[src/rtl/vport_pkg.sv]
// Shared types and constants for the vector-port round-robin arbiter.
package vport_pkg;

  typedef enum logic [0:0] {IDLE, GRANT} arb_state_t;

  localparam logic [1:0] SEL_IDLE = 2'b11;
  localparam int unsigned NREQ = 3;

  // Modulo-3 increment of a requester index.
  function automatic logic [1:0] next_idx(input logic [1:0] idx);
    return (idx == 2'd2) ? 2'd0 : idx + 2'd1;
  endfunction

endpackage

[src/rtl/rr_pick3.sv]
// Combinational round-robin pick among three requesters, starting the scan at ptr.
module rr_pick3
  import vport_pkg::*;
(
  input  logic [NREQ-1:0] valid,
  input  logic [1:0]      ptr,
  output logic [1:0]      winner,
  output logic            found
);

  logic [1:0] c0, c1, c2;
  logic [3:0] valid_pad;

  assign c0        = ptr;
  assign c1        = next_idx(c0);
  assign c2        = next_idx(c1);
  assign valid_pad = {1'b0, valid};

  always_comb begin
    winner = 2'd0;
    found  = 1'b1;
    if (valid_pad[c0]) begin
      winner = c0;
    end else if (valid_pad[c1]) begin
      winner = c1;
    end else if (valid_pad[c2]) begin
      winner = c2;
    end else begin
      found = 1'b0;
    end
  end

endmodule

[src/rtl/vport_rr_arbiter.sv]
// Round-robin arbiter for a shared datapath port: grants bursts of up to MAX_BURST beats
// and registers each accepted beat into a single valid/ready output stage.
module vport_rr_arbiter
  import vport_pkg::*;
#(
  parameter int unsigned WIDTH     = 24,
  parameter int unsigned MAX_BURST = 4
) (
  input  logic             clk,
  input  logic             rst_n,
  input  logic [NREQ-1:0]  req_valid,
  input  logic [NREQ-1:0]  req_last,
  input  logic [WIDTH-1:0] req_data0,
  input  logic [WIDTH-1:0] req_data1,
  input  logic [WIDTH-1:0] req_data2,
  output logic [NREQ-1:0]  req_ready,
  output logic [1:0]       sel,
  output logic             out_valid,
  output logic [WIDTH-1:0] out_data,
  output logic [1:0]       out_src,
  input  logic             out_ready
);

  arb_state_t       state_q, state_d;
  logic [1:0]       ptr_q, ptr_d;
  logic [1:0]       owner_q, owner_d;
  logic [3:0]       beat_cnt_q, beat_cnt_d;
  logic             out_valid_q, out_valid_d;
  logic [WIDTH-1:0] out_data_q, out_data_d;
  logic [1:0]       out_src_q, out_src_d;

  logic [1:0]       pick_idx;
  logic             pick_found;
  logic [3:0]       valid_pad, last_pad, ready_vec;
  logic             owner_valid, owner_last, stage_free, xfer, cap_hit;
  logic [4:0]       cnt_inc;
  logic [WIDTH-1:0] owner_data;

  rr_pick3 u_pick (
    .valid  (req_valid),
    .ptr    (ptr_q),
    .winner (pick_idx),
    .found  (pick_found)
  );

  assign valid_pad   = {1'b0, req_valid};
  assign last_pad    = {1'b0, req_last};
  assign owner_valid = valid_pad[owner_q];
  assign owner_last  = last_pad[owner_q];
  assign stage_free  = !out_valid_q || out_ready;
  assign xfer        = (state_q == GRANT) && owner_valid && stage_free;
  assign cnt_inc     = {1'b0, beat_cnt_q} + 5'd1;
  assign cap_hit     = (cnt_inc == 5'(MAX_BURST));

  always_comb begin
    case (owner_q)
      2'd0:    owner_data = req_data0;
      2'd1:    owner_data = req_data1;
      2'd2:    owner_data = req_data2;
      default: owner_data = '0;
    endcase
  end

  // State register, including the output stage.
  always_ff @(posedge clk) begin
    if (!rst_n) begin
      state_q     <= IDLE;
      ptr_q       <= 2'd0;
      owner_q     <= 2'd0;
      beat_cnt_q  <= 4'd0;
      out_valid_q <= 1'b0;
      out_data_q  <= '0;
      out_src_q   <= 2'd0;
    end else begin
      state_q     <= state_d;
      ptr_q       <= ptr_d;
      owner_q     <= owner_d;
      beat_cnt_q  <= beat_cnt_d;
      out_valid_q <= out_valid_d;
      out_data_q  <= out_data_d;
      out_src_q   <= out_src_d;
    end
  end

  // Next-state logic.
  always_comb begin
    state_d     = state_q;
    ptr_d       = ptr_q;
    owner_d     = owner_q;
    beat_cnt_d  = beat_cnt_q;
    out_valid_d = out_valid_q;
    out_data_d  = out_data_q;
    out_src_d   = out_src_q;

    unique case (state_q)
      IDLE: begin
        if (pick_found) begin
          state_d    = GRANT;
          owner_d    = pick_idx;
          beat_cnt_d = 4'd0;
        end
      end
      GRANT: begin
        if (xfer) begin
          beat_cnt_d = cnt_inc[3:0];
        end
        // Last beat, burst cap, or an owner that walked away all end the grant.
        if ((xfer && (owner_last || cap_hit)) || !owner_valid) begin
          state_d    = IDLE;
          ptr_d      = next_idx(owner_q);
          beat_cnt_d = 4'd0;
        end
      end
      default: state_d = IDLE;
    endcase

    if (xfer) begin
      out_valid_d = 1'b1;
      out_data_d  = owner_data;
      out_src_d   = owner_q;
    end else if (out_ready) begin
      out_valid_d = 1'b0;
    end
  end

  // Output decode.
  always_comb begin
    sel       = SEL_IDLE;
    ready_vec = 4'd0;
    if (state_q == GRANT) begin
      sel                = owner_q;
      ready_vec[owner_q] = stage_free;
    end
    req_ready = ready_vec[NREQ-1:0];
  end

  assign out_valid = out_valid_q;
  assign out_data  = out_data_q;
  assign out_src   = out_src_q;

endmodule

[config.mk]
export PLATFORM = sky130hd
export DESIGN_NAME = vport_rr_arbiter
export DESIGN_NICKNAME = d
export VERILOG_FILES = /design/src/rtl/vport_pkg.sv /design/src/rtl/rr_pick3.sv /design/src/rtl/vport_rr_arbiter.sv
export SDC_FILE = /design/constraint.sdc
export NUM_CORES = 1
export LEC_CHECK = 0
export ABC_AREA = 0
export CAP_MARGIN = 20
export CELL_PAD_IN_SITES_DETAIL_PLACEMENT = 0
export CELL_PAD_IN_SITES_GLOBAL_PLACEMENT = 1
export CORE_ASPECT_RATIO = 0.7
export CORE_MARGIN = 3
export CORE_UTILIZATION = 27
export DETAILED_ROUTE_END_ITERATION = 8
export GPL_TIMING_DRIVEN = 0
export PLACE_DENSITY_LB_ADDON = 0.05
export SYNTH_ARGS = -nofsm -noshare
export SYNTH_HDL_FRONTEND = slang
export SYNTH_SLANG_ARGS = --single-unit
export TNS_END_PERCENT = 50
[constraint.sdc]
create_clock -name clk -period 2.1 [get_ports clk]
set_clock_uncertainty 0.15 [all_clocks]
set_input_delay 0.315 -clock clk [delete_from_list [all_inputs] [get_ports clk]]
set_output_delay 0.315 -clock clk [all_outputs]
set_load 0.01 [all_outputs]
Yosys cells after proc, flatten, opt, wreduce, memory -nomap -nowiden
Index checks and enable logic that the tools add are counted.

storage, ports and cells
  register bits = 36
  bits of input ports = 81
  output and inout bits = 32
  logic and storage cells = 72

cells by class
  $add $sub $neg = 4
  $lt $le $gt $ge = 5
  eq/ne operators = 7
  multiplexer cells = 33
  bitwise operators = 2
  reductions and logical operators = 14

operators by type and width
  kind                                                                number
  case mux 24 bit (3 select lines)                                    1
  2-to-1 mux 2 bit                                                    7
  2-to-1 mux 1 bit                                                    13
  less-than comparator 2 x 3 -> 1 bit (second input constant)         4
  2-to-1 mux 4 bit                                                    3
  binary-select mux 1 bit (select 2 bit)                              5
  case mux 4 bit (2 select lines)                                     1
  adder 2 x 1 -> 2 bit (second input constant)                        3
  equality test 2 bit (second input constant)                         3
  AND reduction 2 bit                                                 3
  adder 4 x 1 -> 5 bit (second input constant)                        1
  equality test 5 x 3 -> 1 bit (second input constant)                1
  logical AND 1 bit                                                   4
  AND 3 bit                                                           1
  logical OR 1 bit                                                    3
  2-to-1 mux 3 bit                                                    1
  != test 3 x 1 -> 1 bit (second input constant)                      1
  demux 1 bit (select 2 bit)                                          1
  equality test 2 x 1 -> 1 bit (second input constant)                1
  greater-or-equal comparator 2 x 1 -> 1 bit (second input constant)  1
  zero test 1 bit                                                     2
  zero test 2 bit                                                     1
  != test 2 bit (second input constant)                               1
  case mux 1 bit (2 select lines)                                     1
  other kinds (2)                                                     2

Depth between registers and ports, before layout
Gate-level depths: netlist of the first run.

  depth in word-level cells = 11
  mapped depth = 8
  gate-level depth less buffers = 6

Hierarchy
Synthesis of the first run repeated with hierarchy kept, for this count alone.

unflattened totals
  cells, all modules = 248
  area total of the unflattened synthesis = 2009.4 um^2

by module, submodules not included
  module            instances  cells each  area each (um^2)  seq. area each (um^2)
  vport_rr_arbiter  1          240         1960.6            720.7
  rr_pick3          1          8           48.8              0.0

Worst setup path after synthesis of the first run
OpenSTA, ideal clock, no wires.

  path kind = flip-flop to flip-flop
  start = register beat_cnt_q[0]
  end = register beat_cnt_q[3]
  library setup time = 120 ps
  arrival time = 1493 ps
  required time = 1830 ps
  path slack = 338 ps
  cell stages (with the launch flop) = 7
  path buffers = 0
  period minus slack after synthesis = 1762 ps
  cell sequence = dfxtp_1 ha_1 nor3b_1 a221oi_4 and4_1 and3_1 a211o_1

between the ends
  cells in the longest elaborated chain, start to end = 7
  elaborated cells on any way between the ends = 10
  classes of those cells = add/sub (1); eq/ne (2); mux (3); reduce/logical (4)

ends and longest elaborated chain
  item                                                                           line                     RTL
  from (decl)                                                                    vport_rr_arbiter.sv:27   logic [3:0] beat_cnt_q, beat_cnt_d;
  from (signal assigned)                                                         vport_rr_arbiter.sv:78   beat_cnt_q <= beat_cnt_d;
  adder 4 x 1 -> 5 bit *                                                         vport_rr_arbiter.sv:52   assign cnt_inc = {1'b0, beat_cnt_q} + 5'd1;
  equality test 5 x 3 -> 1 bit                                                   vport_rr_arbiter.sv:53   assign cap_hit = (cnt_inc == 5'(MAX_BURST));
  logical OR 1 bit                                                               vport_rr_arbiter.sv:108  if ((xfer && (owner_last || cap_hit)) || !owner_valid) begin
  logical AND 1 bit                                                              vport_rr_arbiter.sv:108
  logical OR 1 bit                                                               vport_rr_arbiter.sv:108
  2-to-1 mux 4 bit / != test 3 x 1 -> 1 bit (equally long branches)              --
  case mux 4 bit (2 select lines) / AND reduction 2 bit (equally long branches)  --

Mark *: on every way between the ends. The rest lies on a longest branch, timed or not. The select of a mux whose other input is x is not followed.
A chain may end at the register's enable or synchronous reset.

Worst setup path after layout of the first run
  start = input port out_ready
  end = output port req_ready[1]

between the ends
  cells in the longest elaborated chain, start to end = 3

ends and longest elaborated chain
  item                 line                     RTL
  from (decl)          vport_rr_arbiter.sv:21   input logic out_ready
  logical OR 1 bit     vport_rr_arbiter.sv:50   assign stage_free = !out_valid_q || out_ready;
  AND 3 bit (no line)  --
  2-to-1 mux 3 bit     vport_rr_arbiter.sv:130  if (state_q == GRANT) begin
  to (decl)            vport_rr_arbiter.sv:16   output logic [NREQ-1:0] req_ready,

No other way between the ends.

==> results_dict.tcl, run 1 <==
set metrics [dict create \
    drv_cap 0 \
    netlist-cell-type-count 33 \
    synth-seq-cells 36 \
    start_util_pct 28.8 \
    clock-sinks 36 \
    nets 412 \
    worst-path-max-fanout 7 \
    pwr-share-seq_pct 40.5 \
    tightest_slew_ns 0.545 \
    fmax_mhz 502 \
    intPower_mw 1.37 \
    period_share_pct 94.9 \
    grt_pass1_wl_um 10300 \
    cts_made_buffers 5 \
    syn_area_um2 2010 \
    antenna_found_initial 0 \
    fin_cells 425 \
    synthMuxAreaShare_pct 14.7 \
    arrival_ns 1.53 \
    cts_setup_buffers 0 \
    powerDensity_nw_per_um2 571 \
    async_reset_ff_share_pct 0 \
    rsz0062_at_grt "false" \
    slew_headroom_pct 63.6 \
    first_global_vias 2061 \
    port_buffers 111 \
    vias 2030 \
    status "complete, no violations" \
    p_total_mw 1.91 \
    timing_hold_violations_final 0 \
    period_needed_ns 1.99 \
    n_fill_cell 689 \
    synth_top_family_by_area "compound AO/OA/AOI/OAI gates" \
    cts_htree_levels 2 \
    first_pass_iters 4 \
    first_iter_violations 94 \
    clock_latency_ns 0.29 \
    final_cell_mix "108 x clkdlybuf4s50_1, 35 x dfxtp_1, 28 x nand2_1" \
    cts_tree "done" \
    grt_max_degree 19 \
    drive_above_1_share_pct 8.76 \
    grt-ovfl-total 0 \
    post-route-drc-count 0 \
    worstSetupStartpointType "primary input" \
    setup-violations-final 0 \
    synth_ff_type "dfxtp_1" \
    dp_hpwl_um 5060 \
    yosysSeqAreaShare_pct 35.8 \
    synth_xor_area_share_pct 0 \
    path_clk_slew_ns 0.08 \
    clock-root-buffer "clkbuf_8" \
    worst_slack_ns 0.108 \
    synth_edf_count 0 \
    core_area_um2 6980 \
    p_leak_nw 1.46 \
    ir_worst_vdd_uv 242 \
    required_ns 1.63 \
    synth_area_per_cell_um2 9.45 \
    wl_per_cell_um 15.1 \
    ys_warn_count 0 \
    row_count 25 \
    swShare_pct 28.3 \
    vias_per_cell 4.78 \
    switchingPower_uw 541 \
    synth_simple_gate_area_share_pct 14.1 \
    hp-class "primary input to flop" \
    track_usage_pct 15.2 \
    dieArea_um2 8540 \
    layout_commonest_cell "clkdlybuf4s50_1" \
    slew_viol_final 0 \
    io_pins 113 \
    antenna_left 0 \
    synth_compound_area_share_pct 28.2 \
    place_ws_ns -0.253 \
    syn2layout_area_growth_pct 66.4 \
    syn_nets 295 \
    crit_type "primary input to output port" \
    post-route-cell-area_um2 3350 \
    die_h_um 78.2 \
    antenna_cells 0 \
    wirelength_um 6410 \
    endpoint_kind "output port" \
    setup_tns_ns 0 \
    clockBufferDepth 2 \
    power_frac_clock_pct 26.9 \
    place_inst 418 \
    place_area_um2 3240 \
    gp_congestion 0.785 \
    fp.dieW_um 109 \
    yosys.area_share.adder_pct 0.622 \
    comb_power_share_pct 32.6 \
    syn_inst 213 \
]
[repair_timing]
item | CTS | global route
hold buffers | 0 | 0
gates resized for setup | 9 | 2
setup endpoints to repair | 4 | 3
gates cloned | 0 | 0
[cell usage after synthesis (3+ instances only)]
library cell   n  share of area, %
a21boi_1       3               1.1
nor3_1         4               1.0
nand2_1       29               5.4
nor3b_1        4               1.5
o211a_1       25                12
buf_6          5               2.8
nor2b_1        4               1.2
mux2i_1       27                13
o211ai_1      26               9.7
dfxtp_1       36                36
buf_2          6               1.5
nor2_1         6               1.1
nand2b_1       3              0.93
clkbuf_1      10               1.9
[metal layers]
| metal | GRT usage, % | vias to the layer above | wire length [µm] |
|---|---|---|---|
| met2 | 22.7 | 72 | 2650 |
| li1 | - | 1036 | - |
| met3 | 7.56 | 5 | 762 |
| met5 | 0 | - | 0 |
| met4 | 3.36 | 0 | 47 |
| met1 | 19.6 | 917 | 2960 |
[cell families after synthesis]
group	after synthesis
AOI/OAI and AO/OA	65
adders and majority gates	1
buffers and inverters	23
DFF	36
muxes	29
and+or+nand+nor	59
[through the flow]
stage | hold slack (ns) | util, %
global route | 0.313 | 48.0
global placement | 0.320 | 46.5
CTS | 0.284 | 47.9
floorplan | 0.292 | -
finish | 0.296 | 48.0
detailed placement | 0.325 | 46.5
[path summary, 6_finish.rpt]
| kind | from | to | slack (ns) | cells after the start |
|---|---|---|---|---|
| setup / recovery | out_ready | req_ready[1] | 0.11 | 5 |
| hold / removal | rst_n | ptr_q[0] | 0.30 | 3 |
| setup reg to reg | owner_q[0] | out_data[7] | 0.16 | 8 |
| hold reg to reg | ptr_q[0] | ptr_q[0] | 0.35 | 2 |
[power by group through the flow]
stage                     combinational (mW)  sequential [mW]  clock (mW)
final                                  0.623            0.773       0.514
after global routing                   0.679            0.780       0.575
after CTS                              0.634            0.772       0.533
after detailed placement               0.633            0.787           0
after global placement                 0.632            0.787           0
after floorplan                        0.276            0.808           0
[layout make-up]
type	instances	area [µm²]	area share (%)
well taps	94	118	3.51
clock buffers	6	82.6	2.47
flip-flops and latches	36	722	21.6
multi-input cells	154	1170	35.0
inverters	2	7.51	0.224
plain buffers	20	128	3.81
repair buffers	111	1110	33.1
clock inverters	2	10.0	0.299
[critical path: stages]
cell	delay, ns
clkdlybuf4s50_1	0.44
nand2b_1	0.15
nand2_2	0.12
nor3b_1	0.20
dlygate4sd2_1	0.29
[flip-flops by register name, indices dropped and copies added (netlist names)]
| name | flops |
|---|---|
| out_valid | 1 |
| state_q | 1 |
| out_src | 2 |
| out_data | 24 |
| ptr_q | 2 |
| beat_cnt_q | 4 |
| owner_q | 2 |
No activity file was read; power rests on OpenSTA's default activity.
==> run 2: changes to the inputs <==
--- a/config.mk
+++ b/config.mk
@@ -9,7 +9,7 @@
 export CAP_MARGIN = 20
 export CELL_PAD_IN_SITES_DETAIL_PLACEMENT = 0
 export CELL_PAD_IN_SITES_GLOBAL_PLACEMENT = 1
-export CORE_ASPECT_RATIO = 0.7
+export CORE_ASPECT_RATIO = 2
 export CORE_MARGIN = 3
 export CORE_UTILIZATION = 27
 export DETAILED_ROUTE_END_ITERATION = 8
==> run 2 against run 1 <==
  * Global-route usage grew 1.3 points
  * Setup slack gained 0.014 ns
  * Critical endpoint is now req_ready[0]
  * Largest cell class unchanged
  * Largest power group unchanged
  * Worst hold slack got worse by 0.020 ns
  * Core utilization barely moved
  * Critical path type is now flop to output port
  * Fmax increased by 0.73%
  * Via count rose by 2.4%
  * Sequential share of layout area is 0.43 points lower
  * Flip-flop and latch count unchanged
==> results_dict.tcl, run 2 (synthesis gave the netlist of run 1 again) <==
set metrics [dict create \
    status "complete, no violations" \
    tightest_slew_ns 0.524 \
    fp.dieW_um 67.0 \
    post-route-cell-area_um2 3410 \
    die_h_um 128 \
    track_usage_pct 16.5 \
    r2r_cells 8 \
    start_util_pct 28.3 \
    p_total_mw 2.12 \
    slew_headroom_pct 65.0 \
    syn2layout_area_growth_pct 69.5 \
    place_area_um2 3240 \
    clock-root-buffer "clkbuf_16" \
    crit_type "flop to output port" \
    period_needed_ns 1.98 \
    antenna_left 0 \
    drive_above_1_share_pct 8.68 \
    r2r_slack_ns 0.13 \
    ctsHoldBuffers 0 \
    dp_hpwl_um 5430 \
    setup-violations-final 0 \
    worst_path_max_delay_cell "dfxtp_1" \
    vias_per_cell 4.90 \
    first_pass_iters 4 \
    clockBufferDepth 2 \
    p_leak_nw 1.49 \
    worst-path-max-fanout 10 \
    period_share_pct 94.2 \
    first_global_vias 2157 \
    slew_viol_final 0 \
    io_pins 113 \
    worstSetupStartpointType "flop" \
    arrival_ns 1.51 \
    powerDensity_nw_per_um2 622 \
    wirelength_um 6920 \
    antenna_found_initial 0 \
    cts_made_buffers 5 \
    first_iter_violations 39 \
    gp_congestion 0.719 \
    cts_tree "done" \
    clock_latency_ns 0.27 \
    core_area_um2 7100 \
    endpoint_kind "output port" \
    nets 416 \
    whs_path_depth 3 \
    vias 2078 \
    final_util_pct 48.0 \
    grt_max_degree 19 \
    hold_start "rst_n" \
    slowest_delay_ns 0.35 \
    clock-sinks 36 \
    cts_htree_levels 2 \
    cp.buffers_inverters 3 \
    path_clk_slew_ns 0.06 \
    ir_worst_vdd_uv 362 \
    worstPathCellList "buf_4 > clkbuf_4 > nor3_1 > dlygate4sd2_1" \
    grt_pass1_wl_um 10800 \
    port_buffers 111 \
    path_depth 4 \
    path_delay_family "buffers and inverters" \
    hp-class "primary input to flop" \
    drv_cap 0 \
    antenna_cells 0 \
    largest_reg_flops 24 \
    r2r_end "beat_cnt_q[3]" \
    required_ns 1.63 \
    row_count 43 \
    layout_commonest_cell "clkdlybuf4s50_1" \
    post-route-drc-count 0 \
    r2r-start "owner_q[0]" \
    final_cell_mix "108 x clkdlybuf4s50_1, 36 x dfxtp_1, 28 x nand2_1" \
    timing_hold_violations_final 0 \
    wl_per_cell_um 16.3 \
    grt-ovfl-total 0 \
    fmax_mhz 506 \
    dieArea_um2 8590 \
    min_to "ptr_q[1]" \
]
## run 2: layout make-up
type | instances | area [µm²]
fillers | 742 | 3690
multi-input cells | 154 | 1170
repair buffers | 115 | 1140
flip-flops and latches | 36 | 721
plain buffers | 20 | 130
clock buffers | 6 | 129
well taps | 90 | 113
inverters | 2 | 7.51
clock inverters | 1 | 5.00
## run 2: power by group
group / switching (mW) / internal [mW]
logic: 0.260 / 0.379
clock network: 0.275 / 0.431
registers: 0.0313 / 0.743
total: 0.566 / 1.55
## run 2: repair_timing
item	in CTS	in global routing
resized for setup	7	4
pin swaps	0	1
endpoints found under the hold margin	0	0
setup buffers	0	4
endpoints found under the setup margin	4	19
## run 2: how the worst max path moves through the flow
stage                    end     startpoint
2_1_floorplan  beat_cnt_q[3]  beat_cnt_q[0]
3_3_place_gp    req_ready[0]     owner_q[1]
3_5_place_dp    req_ready[0]     owner_q[1]
4_1_cts         req_ready[1]      out_ready
5_1_grt        beat_cnt_q[2]     owner_q[0]
6_report        req_ready[0]     owner_q[1]
## run 2: worst register-to-register path: stages, from the launching register on
cell and delay [ns]:
dfxtp_1 0.32, buf_6 0.19, mux2i_1 0.24, o21ai_2 0.12
buf_4 0.15, buf_4 0.13, o211ai_1 0.16, nor2_1 0.11
a211o_1 0.30
## run 2: per-layer routing
| layer | GRT usage, % | vias to the layer above | part of all wire (%) |
|---|---|---|---|
| met5 | 0 | - | 0 |
| met4 | 5.02 | 0 | 1.1 |
| met2 | 30.9 | 71 | 56 |
| li1 | - | 1035 | - |
| met1 | 17.6 | 968 | 37 |
| met3 | 3.25 | 4 | 5.4 |
## run 2: through the flow
step	std cells	setup TNS, ns	setup slack (ns)	hold slack (ns)
3_3_place_gp	414	-4.13	-0.333	0.316
4_1_cts	420	0	0.0379	0.277
3_5_place_dp	414	-3.88	-0.334	0.327
2_1_floorplan	213	0	0.338	0.292
6_report	424	0	0.122	0.276
5_1_grt	424	-0.0148	-0.0135	0.306
